<file path="src/rtl/kgp_pkg.sv">
// ---------------------------------------------------------------------------
// kgp_pkg
// Shared definitions for the KGP-RISC memory-side blocks (instruction memory,
// data memory, decoder): default bus widths, the NOP encoding that fills an
// unloaded memory, the response-register state type and a small fault helper.
// ---------------------------------------------------------------------------
package kgp_pkg;

  localparam int          KGP_DATA_W   = 32;
  localparam int          KGP_ADDR_W   = 32;
  localparam logic [31:0] KGP_NOP_WORD = 32'h0022_0000;

  // Occupancy of the one-entry response register.
  typedef enum logic {
    RSP_EMPTY = 1'b0,
    RSP_FULL  = 1'b1
  } rsp_state_e;

  // An access is refused when it is misaligned or points past the last word.
  function automatic logic addrFault(input logic misaligned, input logic outOfRange);
    return misaligned | outOfRange;
  endfunction

endpackage

</file>
<file path="src/rtl/imem_addr_decode.sv">
// ---------------------------------------------------------------------------
// imem_addr_decode
// Combinational address decoder shared by the fetch and load paths of the
// instruction memory. Turns a byte or word address into a word index and
// flags misaligned and out-of-range accesses.
// Ports:
//   addr_i        in   ADDR_W  address to decode
//   idx_o         out  IDX_W   word index into the memory array
//   misaligned_o  out  1       byte address not on a word boundary
//   outOfRange_o  out  1       word number is DEPTH or above
// ---------------------------------------------------------------------------
module imem_addr_decode #(
  parameter int ADDR_W    = 32,
  parameter int DEPTH     = 32,
  parameter int BYTE_ADDR = 1,
  parameter int IDX_W     = $clog2(DEPTH)
) (
  input  logic [ADDR_W-1:0] addr_i,
  output logic [IDX_W-1:0]  idx_o,
  output logic              misaligned_o,
  output logic              outOfRange_o
);

  logic [ADDR_W-1:0] wordNum;

  // The word number keeps every upper address bit, so an address that would
  // alias back into the array after truncation is still caught as out of range.
  generate
    if (BYTE_ADDR != 0) begin : gByteAddr
      assign wordNum      = {2'b00, addr_i[ADDR_W-1:2]};
      assign misaligned_o = |addr_i[1:0];
    end else begin : gWordAddr
      assign wordNum      = addr_i;
      assign misaligned_o = 1'b0;
    end
  endgenerate

  assign idx_o        = wordNum[IDX_W-1:0];
  assign outOfRange_o = (wordNum >= ADDR_W'(DEPTH));

endmodule

</file>
<file path="src/rtl/imem_fetch_port.sv">
// ---------------------------------------------------------------------------
// imem_fetch_port
// Instruction memory for the KGP-RISC fetch stage. A valid/ready request port
// feeds a one-entry registered response toward decode, so back-pressure stalls
// fetch without losing a word. A separate load port writes the program after
// reset; bad load addresses raise a sticky error flag.
// Ports:
//   clka       in   1       clock
//   rsta_n     in   1       asynchronous active-low reset
//   req_valid  in   1       fetch request valid
//   req_ready  out  1       fetch request can be accepted this cycle
//   req_addr   in   ADDR_W  fetch address
//   rsp_valid  out  1       response word valid
//   rsp_ready  in   1       decode takes the response this cycle
//   rsp_data   out  DATA_W  fetched instruction (NOP_WORD on a fault)
//   rsp_fault  out  1       fetch was misaligned or out of range
//   flush      in   1       drop the pending response (branch redirect)
//   ld_we      in   1       program-load write strobe
//   ld_addr    in   ADDR_W  program-load address
//   ld_data    in   DATA_W  program-load data
//   ld_err     out  1       sticky: a load hit a misaligned/out-of-range address
// ---------------------------------------------------------------------------
module imem_fetch_port
  import kgp_pkg::*;
#(
  parameter int                DATA_W    = KGP_DATA_W,
  parameter int                DEPTH     = 32,
  parameter int                ADDR_W    = KGP_ADDR_W,
  parameter int                BYTE_ADDR = 1,
  parameter logic [DATA_W-1:0] NOP_WORD  = DATA_W'(KGP_NOP_WORD)
) (
  input  logic              clka,
  input  logic              rsta_n,
  input  logic              req_valid,
  output logic              req_ready,
  input  logic [ADDR_W-1:0] req_addr,
  output logic              rsp_valid,
  input  logic              rsp_ready,
  output logic [DATA_W-1:0] rsp_data,
  output logic              rsp_fault,
  input  logic              flush,
  input  logic              ld_we,
  input  logic [ADDR_W-1:0] ld_addr,
  input  logic [DATA_W-1:0] ld_data,
  output logic              ld_err
);

  localparam int IDX_W = $clog2(DEPTH);

  // Storage is never reset; the declaration fill gives every word the NOP
  // encoding at time 0 so an unloaded program executes harmlessly.
  logic [DATA_W-1:0] mem [DEPTH] = '{default: NOP_WORD};

  rsp_state_e        state_q, state_d;
  logic [DATA_W-1:0] rspData_q;
  logic              rspFault_q;
  logic              ldErr_q;

  logic [IDX_W-1:0]  fetchIdx, loadIdx;
  logic              fetchMis, fetchOor, loadMis, loadOor;
  logic              fetchFault, loadFault;
  logic              accept, consume;

  imem_addr_decode #(
    .ADDR_W    (ADDR_W),
    .DEPTH     (DEPTH),
    .BYTE_ADDR (BYTE_ADDR),
    .IDX_W     (IDX_W)
  ) uFetchDecode (
    .addr_i       (req_addr),
    .idx_o        (fetchIdx),
    .misaligned_o (fetchMis),
    .outOfRange_o (fetchOor)
  );

  imem_addr_decode #(
    .ADDR_W    (ADDR_W),
    .DEPTH     (DEPTH),
    .BYTE_ADDR (BYTE_ADDR),
    .IDX_W     (IDX_W)
  ) uLoadDecode (
    .addr_i       (ld_addr),
    .idx_o        (loadIdx),
    .misaligned_o (loadMis),
    .outOfRange_o (loadOor)
  );

  assign fetchFault = addrFault(fetchMis, fetchOor);
  assign loadFault  = addrFault(loadMis, loadOor);
  assign accept     = req_valid && req_ready;
  assign consume    = rsp_valid && rsp_ready;

  // Response occupancy register.
  always_ff @(posedge clka or negedge rsta_n) begin
    if (!rsta_n) begin
      state_q <= RSP_EMPTY;
    end else begin
      state_q <= state_d;
    end
  end

  // Next state: flush wins over everything; a full register only stays full
  // when it is refilled in the same cycle it is consumed.
  always_comb begin
    state_d = state_q;
    case (state_q)
      RSP_EMPTY: begin
        if (accept) begin
          state_d = RSP_FULL;
        end
      end
      RSP_FULL: begin
        if (flush) begin
          state_d = RSP_EMPTY;
        end else if (consume && !accept) begin
          state_d = RSP_EMPTY;
        end
      end
      default: state_d = RSP_EMPTY;
    endcase
  end

  // Handshake outputs. A load or flush cycle blocks acceptance, which is what
  // keeps loads and fetches from ever sharing a cycle.
  always_comb begin
    rsp_valid = (state_q == RSP_FULL);
    req_ready = (!rsp_valid || rsp_ready) && !ld_we && !flush;
  end

  // Response word and fault flag. The memory read happens here, so the array
  // read is synchronous and the word is held while decode stalls.
  always_ff @(posedge clka or negedge rsta_n) begin
    if (!rsta_n) begin
      rspData_q  <= '0;
      rspFault_q <= 1'b0;
    end else if (accept) begin
      rspFault_q <= fetchFault;
      rspData_q  <= fetchFault ? NOP_WORD : mem[fetchIdx];
    end
  end

  // Program load; a bad address leaves the array untouched.
  always_ff @(posedge clka) begin
    if (ld_we && !loadFault) begin
      mem[loadIdx] <= ld_data;
    end
  end

  // Sticky load error, cleared only by reset.
  always_ff @(posedge clka or negedge rsta_n) begin
    if (!rsta_n) begin
      ldErr_q <= 1'b0;
    end else if (ld_we && loadFault) begin
      ldErr_q <= 1'b1;
    end
  end

  assign rsp_data  = rspData_q;
  assign rsp_fault = rspFault_q;
  assign ld_err    = ldErr_q;

endmodule
</file>
<file path="config.mk">
export PLATFORM = sky130hd
export DESIGN_NAME = imem_fetch_port
export DESIGN_NICKNAME = d
export VERILOG_FILES = /design/src/rtl/kgp_pkg.sv /design/src/rtl/imem_addr_decode.sv /design/src/rtl/imem_fetch_port.sv
export SDC_FILE = /design/constraint.sdc
export NUM_CORES = 1
export LEC_CHECK = 0
export CORE_UTILIZATION = 47
export DETAILED_ROUTE_END_ITERATION = 10
export MAX_ROUTING_LAYER = met4
export PLACE_DENSITY = 0.66
export SETUP_SLACK_MARGIN = 0.5
export SLEW_MARGIN = 5
export SYNTH_ARGS = -nofsm -noshare
export SYNTH_HDL_FRONTEND = slang
export SYNTH_SLANG_ARGS = --single-unit
</file>
<file path="constraint.sdc">
create_clock -name clka -period 3.82 [get_ports clka]
set_clock_uncertainty 0.2 [all_clocks]
set_input_delay 0.955 -clock clka [delete_from_list [all_inputs] [get_ports clka]]
set_output_delay 0.955 -clock clka [all_outputs]
set_load 0.01 [all_outputs]
</file>
==> metrics, run 1 <==
Mapped Nets 2060; initial antenna violation count 8; period utilization 0.8492; RePlAce Congestion 0.8077; Filler Cell Count 6253; Pwr Total 0.02429 W; fraction of layout cells with a size suffix above 1 0.2564; # H-tree levels 3; DR vias 20500; clk sinks 1059; P&R area growth vs syn 18.79%; switching part of the total 0.2023; Cell variety after synth 46; Site Rows 107; Slew HR 0.1993; Max Clock Freq a little over 0.3 GHz; GRT Total Usage 0.2309; global route total overflow 0; largest net degree at the start of global routing 51; sequential-to-total area share from yosys stat 0.7724; WL final between 90 and 100 mm; cells after synthesis 1958; Top Ports 138; share of power burned in registers 0.524; Final Hold Viols 0; antenna viol nets, final 0; Synth Flop Type edfxtp_1; Clk pwr share 0.430; Pwr Density 499.4 nW/um2; Starting Density 0.4778; Max Cap Violations 0; Yosys reg bits around 1100; Slew Limit Fails 0; setup violators final 0; post-DR vias/cell 5.911; Pleak approximately 16 nW; sum of net half-perimeters after detailed placement 58.28 mm; CP Class input port to output port; Clock Latency Late Sink just under 0.7 ns; CTS Buffer Depth 3; clk root buf clkbuf_16; worst-margin pin slew 1.197 ns; Core Box Area 85680 um2; Clk pin slew, worst setup/hold paths 0.07 ns; Crit Path Max Fanout 7; combinational power share 0.046; postcts setup bufs 0; cell-internal power 0.01937 W; register area 31630 um2; multi-input logic area about 8900 um2; DRT iter0 DRCs 2260; Hold Crit Class input port to async pin; Synthesis Warnings 0; vias in the first global route approximately 21000; synthesized cell area 40940 um2; status finished clean; TritonRoute pass-1 iters 7; mean area per synthesized cell 20.91 um2; Worst setup SP type input port; routed length per instance 28.25 um; RSZ-0062 raised after global routing false; Layout Nets around 2300; fin crit period between 3 and 4 ns; number of synthesized flops with an enable pin slightly above 1000; IO buf count around 140; share of flip-flops with an asynchronous set or reset 0.03305; Max IR drop VDD ~0.39 mV; CTS Buf Count roughly 100; total die area 88300 um2; Worst EP arrival 2.09 ns; first-pass GRT wire length 143.8 mm; Placed Cells 3269; Switch Pwr 0.004914 W; hold buffers post-CTS 0; TritonCTS clock tree done; post-route insts no fill about 3500; # DRC 0; Die Width 297.1 um; Critical Path End Type output port; worst endpoint required time around 2.7 ns; Die Ht 297.1 um
-- cell usage in the layout, fill, tap and decap left out, drive strengths merged, types with 7 or more instances in the layout --
master,n
a21oi,32
a32oi,30
buf,140
bufinv,12
clkbuf,137
clkdlybuf4s50,131
clkinv,34
dfrtp,35
diode,7
edfxtp,1024
inv,10
mux2,48
mux2i,168
mux4,192
nand2,44
nand2b,11
nor2,121
nor4,14
o21ai,31
o22ai,27
or4,26
-- per-layer routing --
layer	vias up	global-route usage	routed length, um
met5	-	-	0
met3	140	0.04616	7559
met4	0	0.06161	1938
li1	8680	-	-
met2	844	0.3597	47370
met1	10830	0.3127	41080
-- sequential cells by signal, indices dropped and copies added (netlist names) --
signal     cells
ld_err         1
rsp_valid      1
mem         1024
rsp_data      32
rsp_fault      1
-- per-stage QoR --
step,util,hold slack [ns],setup WS [ns],setup TNS (ns),cell area (um2)
2_1_floorplan,-,0.3041,-0.01715,-9.661,41030
3_3_place_gp,0.5260,0.2768,0.1246,0,45070
3_5_place_dp,0.5260,0.2683,0.1767,0,45070
4_1_cts,0.5673,0.2015,0.5117,0,48610
5_1_grt,0.5676,0.2540,0.5195,0,48640
6_report,0.5676,0.2327,0.5759,0,48640
-- path summary, 6_finish.rpt --
kind	start	endpoint	slack (ns)	cells past startpoint
min in group clka	ld_err	ld_err	0.28	1
setup reg to reg	rsp_valid	rsp_data[25]	1.63	5
hold / removal	rsta_n	rsp_data[21]	0.23	2
hold reg to reg	ld_err	ld_err	0.28	1
max in group asynchronous	rsta_n	rsp_data[5]	2.66	2
setup / recovery	ld_we	req_ready	0.58	5
-- power groups by stage --
stage | sequential [W] | clock, W | combinational, W
global placement | 0.0130 | 0 | 0.00110
finish | 0.0127 | 0.0104 | 0.00112
floorplan | 0.0130 | 0 | 0.000588
global route | 0.0127 | 0.0110 | 0.00119
CTS | 0.0127 | 0.0106 | 0.00113
detailed placement | 0.0130 | 0 | 0.00112
-- worst max-delay path, stage by stage --
cell	delay, ns
clkdlybuf4s50_1	0.45
buf_12	0.17
nor2_4	0.12
and2_4	0.16
clkdlybuf4s15_1	0.23
-- Yosys cell counts (8+ instances only) --
master,count,share of area
mux4_2,192,0.11
nor4_1,8,0.0012
o22ai_1,27,0.0041
clkbuf_1,32,0.0029
buf_6,14,0.0039
nand2_1,43,0.0039
nor2_1,121,0.011
mux2i_1,168,0.041
buf_4,19,0.0035
or4_1,25,0.0046
a32oi_1,30,0.0064
a21oi_1,32,0.0039
edfxtp_1,1024,0.75
buf_2,37,0.0045
mux2_2,46,0.013
dfrtp_1,35,0.021
nand2b_1,11,0.0017
o21ai_1,30,0.0037
-- final cells by class --
type	instances	share of cell area
well taps	1144	0.02943
inverters	3	0.0002315
flip-flops and latches	1059	0.6503
clock buffers	136	0.05966
diodes	7	0.0003602
multi-input cells	790	0.1838
clock inverters	56	0.01309
repair buffers	273	0.06321
-- cell families after synthesis --
family,count (synthesis),share of synthesized area
AOI/OAI and AO/OA,143,0.02323
and+or+nand+nor,239,0.02882
muxes,408,0.1601
buffers and inverters,109,0.01543
DFF,1059,0.7724
-- what timing repair did --
item                       in CTS  in global routing
resized for setup               3                  2
hold endpoints to repair        0                  0
setup endpoints to repair       1                  1
Note: power is estimated with default switching activity, not from simulation.
==> run 2, diff against run 1 <==
PLACE_DENSITY = 0.68   (was 0.66)
clock period = 2.9 ns   (was 3.82 ns; I/O delays follow)
==> run 2 against run 1 <==
  * Combinational power increased by 50%
  * Via count grew 5.9%
  * Global-route usage up 1.5 points
  * Critical path depth grew 9
==> metrics, run 2 (synthesis results as in run 1) <==
post-DR vias/cell 5.976 (+1.1%); # H-tree levels 3 (unchanged); period utilization 0.8642; register area 31640 um2 (about the same); DR vias 21700 (+5.9%); TritonCTS clock tree done; Core Util, Final 0.5980 (+0.03034); most frequent cells in the layout edfxtp_1, mux4_2, mux2i_1; commonest non-fill, non-tap cell in the layout edfxtp_1; worst-margin pin slew 0.8639 ns (-0.3334 ns); Critical Path End Type flop; GRT Total Usage 0.2454 (+0.01454); setup violators final 0 (unchanged); CTS Buf Count 106 (+2.9%); post-route setup TNS 0 ns (unchanged); Max IR drop VDD 0.4484 mV (+16%); Pwr Total 0.03348 W (+38%); IO buf count 137 (unchanged); Slew Limit Fails 0 (unchanged); CTS Buffer Depth 3 (unchanged); Filler Cell Count 5964 (-4.6%); Worst EP arrival 2.66 ns (+0.57 ns); CP Class input port to flop; Hold Crit Class input port to flop; DRT iter0 DRCs 2524 (+12%); Site Rows 107 (unchanged); initial antenna violation count 2 (-6); fraction of layout cells with a size suffix above 1 0.3254 (+0.06906); multi-input logic area 9066 um2 (+1.4%); Pwr Density 653.4 nW/um2 (+31%); Area after DPL 46030 um2 (+2.1%); first-pass GRT wire length 152.7 mm (+6.2%); Crit Path Max Fanout 13 (+6); TritonRoute pass-1 iters 5 (-2); global route total overflow 0 (unchanged); cell area after layout 51240 um2 (+5.3%); Max Clock Freq roughly 0.40 GHz; post-route insts no fill 3631 (+4.7%); Die Ht 297.1 um (unchanged); Pleak 17.31 nW (+9.1%); Max Cap Violations 0 (unchanged); vias in the first global route 21880 (+2.7%); worst endpoint required time 3.05 ns (+0.39 ns); Placed Cells 3363 (+2.9%); largest net degree at the start of global routing 37 (-27%); Clock Latency Late Sink 0.68 ns (about the same); RSZ-0062 raised after global routing true; sum of net half-perimeters after detailed placement 65.98 mm (+13%); Slew HR 0.4149 (+0.2157); # DRC 0 (unchanged); Final Hold Viols 0 (unchanged); Reg with most FFs mem; antenna viol nets, final 0 (unchanged); Starting Density 0.4778 (unchanged); fin crit period approximately 2.5 ns; RePlAce Congestion 0.8569 (+6.1%); Die Width 297.1 um (unchanged); routed length per instance 30.05 um (+6.4%); Top Ports 138 (unchanged); Worst setup SP type input port; max reg flops 1024 (unchanged); status finished clean; clk sinks 1059 (unchanged); P&R area growth vs syn 25.14%; Core Box Area 85680 um2 (unchanged); total die area 88300 um2 (unchanged); clk root buf clkbuf_16; WL final 109.1 mm (+11%); Clk pin slew, worst setup/hold paths 0.06 ns (about the same); Layout Nets 2495 (+7.0%)
## run 2: cell count changes in the layout (fill, tap and decap cells not counted), moves of 12 or more
cell	change
buf_12	+33
buf_4	+76
buf_6	+24
bufinv_16	+12
clkbuf_16	+24
clkbuf_8	-15
clkdlybuf4s50_1	-64
dfrtp_1	-12
dfrtp_2	+12
dlygate4sd2_1	+35
## run 2: power breakdown
| group | leakage, nW | switching (W) | total (W) | internal, W |
|---|---|---|---|---|
| clock | 1.86 | 0.00590 | 0.0150 | 0.00913 |
| sequential | 9.65 | 0.000000906 | 0.0168 | 0.0168 |
| combinational | 5.80 | 0.000969 | 0.00168 | 0.000708 |
| total | 17.3 | 0.00687 | 0.0335 | 0.0266 |
## run 2: metal layers
layer | part of all wire | vias up | GRT usage
met5 | 0 | - | -
met2 | 0.48 | 1208 | 0.3843
met1 | 0.40 | 11350 | 0.3404
met4 | 0.023 | 0 | 0.06468
met3 | 0.091 | 138 | 0.03535
li1 | - | 9004 | -
## run 2: per-stage QoR
step | hold slack (ns) | worst slack [ns]
floorplan | 0.2294 | -0.1121
global placement | 0.2691 | -0.3964
detailed placement | 0.2560 | -0.3888
CTS | 0.2809 | 0.3157
global route | 0.2705 | 0.3641
finish | 0.2605 | 0.3939
## run 2: timing repair
action / 4_1_cts / 5_1_grt
gates cloned: 6 / 25
setup endpoints to repair: 1029 / 799
setup buffers: 26 / 8
endpoints found under the hold margin: 10 / 0
pin swaps: 16 / 18
resized for setup: 142 / 65
hold buffers: 1 / 0
## run 2: final cells by class
cell class	count	area share
Clock inverter	80	0.02056
Inverter	3	0.0002198
Multi-Input combinational cell	790	0.1770
Antenna cell	1	0.00004884
Clock buffer	121	0.05509
Timing Repair Buffer	433	0.1016
Sequential cell	1059	0.6175
Tap cell	1144	0.02794
## run 2: final timing paths
path | from | endpoint | slack, ns | cells past startpoint
setup reg to reg | mem[24][5] | rsp_data[5] | 0.79 | 5
min in group asynchronous | rsta_n | rsp_data[15] | 0.31 | 2
hold reg to reg | ld_err | ld_err | 0.28 | 1
hold / removal | rsp_ready | rsp_valid | 0.26 | 4
max in group asynchronous | rsta_n | rsp_data[27] | 1.55 | 3
setup / recovery | ld_addr[1] | mem[4][26] | 0.39 | 14
## run 2: critical path, cell delays in order
cell,delay [ns]
buf_6,0.09
nor4_4,0.26
nand4_1,0.17
buf_4,0.17
buf_6,0.10
buf_6,0.10
nor3_4,0.10
buf_6,0.17
nand2_4,0.05
buf_6,0.14
buf_12,0.12
nor2_4,0.10
buf_12,0.15
buf_12,0.17
==> run 3, diff against run 2 <==
MAX_ROUTING_LAYER = unset   (was met4)
SETUP_SLACK_MARGIN = 0.05   (was 0.5)
SKIP_CTS_REPAIR_TIMING = 1   (was unset)
==> run 3 against run 2 <==
  * Sequential power about the same
  * Setup slack worse by 0.29 ns
  * Critical path depth fell by 3
  * Clock power decreased by 7%
  * Routed wire length shrank 3.7%
  * Worst hold slack improved by 0.053 ns
  * Non-clock buffer count decreased by 30
  * Highest routed layer is now met5
==> metrics, run 3 (synthesis results as in run 1) <==
status finished clean; TritonRoute pass-1 iters 5 (unchanged); vias in the first global route 21840 (-0.17%); antenna viol nets, final 0 (unchanged); RR Startpoint mem[11][22]; global route total overflow 0 (unchanged); Site Rows 107 (unchanged); Die Width 297.1 um (unchanged); CP delay by family, top buffers and inverters; Worst EP arrival 2.98 ns (+0.32 ns); Slew HR 0.5648 (+0.1499); Final Hold Viols 0 (unchanged); Reg2Reg Depth 6 (+1); first-pass GRT wire length 151.6 mm (-0.73%); sum of net half-perimeters after detailed placement 69.09 mm (+4.7%); Buf+Inv Stages, Crit Path 6 (-3); Layout Nets 2462 (-1.3%); WL final 105.0 mm (-3.7%); Reg-to-Reg End rsp_data[22]; P&R area growth vs syn 22.70%; Levels on crit path 11 (-3); routed length per instance 29.23 um (-2.7%); Reg with most FFs mem; Critical Path End Type flop; CP max stage delay 0.42 ns (+0.16 ns); Placed Cells 3389 (+0.77%); critical path cell sequence clkdlybuf4s50_1, nor4_2, nand4_1, buf_4, nor3_4, buf_6, buf_6, nand2_1, buf_6, nor2_4, clkbuf_16; DR vias 21250 (-2.1%); cell area after layout 50230 um2 (-2.0%); Pleak 16.78 nW (-3.0%); RePlAce Congestion 0.8873 (+3.5%); fraction of layout cells with a size suffix above 1 0.2970 (-0.02845); period utilization 0.9628 (+0.09862); Core Box Area 85680 um2 (unchanged); Top cell by count, worst path buf_6; # H-tree levels 3 (unchanged); # DRC 0 (unchanged); commonest non-fill, non-tap cell in the layout edfxtp_1; IO buf count 137 (unchanged); post-route insts no fill 3593 (-1.0%); clk sinks 1059 (unchanged); CTS Buffer Depth 3 (unchanged); Die Ht 297.1 um (unchanged); CTS Buf Count 103 (-2.8%); Crit Path Max Fanout 11 (-2); largest net degree at the start of global routing 55 (+49%); max reg flops 1024 (unchanged); setup violators final 0 (unchanged); GRT Total Usage 0.2385 (-0.006966); DRT iter0 DRCs 2215 (-12%); min-delay src rsp_valid; Filler Cell Count 6085 (+2.0%); Starting Density 0.4778 (unchanged); post-DR vias/cell 5.913 (-1.1%); Max IR drop VDD 0.4662 mV (+4.0%); RSZ-0062 raised after global routing false; R2R Setup Slk 0.65 ns (-0.14 ns); most frequent cells in the layout edfxtp_1, mux4_2, mux2i_1; CP Class input port to flop; slowest cell on the critical path clkdlybuf4s50_1; initial antenna violation count 6 (+4); total die area 88300 um2 (unchanged); TritonCTS clock tree done; Max Cap Violations 0 (unchanged); worst-margin pin slew 0.6528 ns (-0.2111 ns); Hold Crit Class flop to flop; worst endpoint required time 3.08 ns (+0.03 ns); hold endpoint rsp_valid; post-route setup TNS 0 ns (unchanged); Area after DPL 46450 um2 (+0.91%); Pwr Density 644.7 nW/um2 (-1.3%); Pwr Total 0.03239 W (-3.3%); Top Ports 138 (unchanged); Hold Crit Depth 1 (-3); clk root buf clkbuf_16; Worst setup SP type input port; fin crit period 2.792 ns (+0.2860 ns); Slew Limit Fails 0 (unchanged); Clk pin slew, worst setup/hold paths 0.06 ns (about the same); Max Clock Freq 0.3582 GHz (-10%); Clock Latency Late Sink 0.68 ns (about the same)
==> run 3: worst max path at each step <==
stage,start,endpoint,slack (ns)
2_1_floorplan,ld_addr[8],mem[16][0],-0.19
3_3_place_gp,ld_addr[14],mem[16][21],-0.71
3_5_place_dp,ld_addr[14],mem[16][18],-0.74
4_1_cts,ld_we,req_ready,-0.22
5_1_grt,ld_addr[11],mem[7][19],0.005
6_report,ld_addr[11],mem[7][27],0.11
==> run 3: area by class of cell <==
| type | count | area [um2] | area share |
|---|---|---|---|
| diodes | 1 | 2.502 | 0.00004981 |
| multi-input cells | 790 | 9002 | 0.1792 |
| clock buffers | 121 | 2685 | 0.05345 |
| repair buffers | 403 | 4623 | 0.09203 |
| inverters | 3 | 11.26 | 0.0002242 |
| flip-flops and latches | 1059 | 31630 | 0.6296 |
| clock inverters | 72 | 850.8 | 0.01694 |
| well taps | 1144 | 1431 | 0.02849 |
==> run 3: power by group <==
group / internal (W) / leakage [nW] / switching [W]
combinational: 0.000753 / 5.39 / 0.00101
clock: 0.00803 / 1.73 / 0.00582
sequential: 0.0168 / 9.66 / 0.00000119
==> run 3: through the flow <==
| step | setup WS (ns) | hold slack [ns] | util |
|---|---|---|---|
| 2_1_floorplan | -0.1881 | 0.2294 | - |
| 3_3_place_gp | -0.7121 | 0.2772 | 0.5422 |
| 3_5_place_dp | -0.7394 | 0.2913 | 0.5422 |
| 4_1_cts | -0.2182 | -0.05642 | 0.5834 |
| 5_1_grt | 0.004606 | 0.3335 | 0.5863 |
| 6_report | 0.1079 | 0.3131 | 0.5863 |
==> run 3: metal layers <==
metal / up-vias / track usage / share of wire / routed length (um)
met2: 1093 / 0.3757 / 0.48 / 50150
met1: 11040 / 0.3269 / 0.40 / 41650
met4: 2 / 0.06468 / 0.021 / 2234
li1: 8949 / - / - / -
met3: 160 / 0.06814 / 0.10 / 10980
met5: - / 0 / 0.00010 / 11
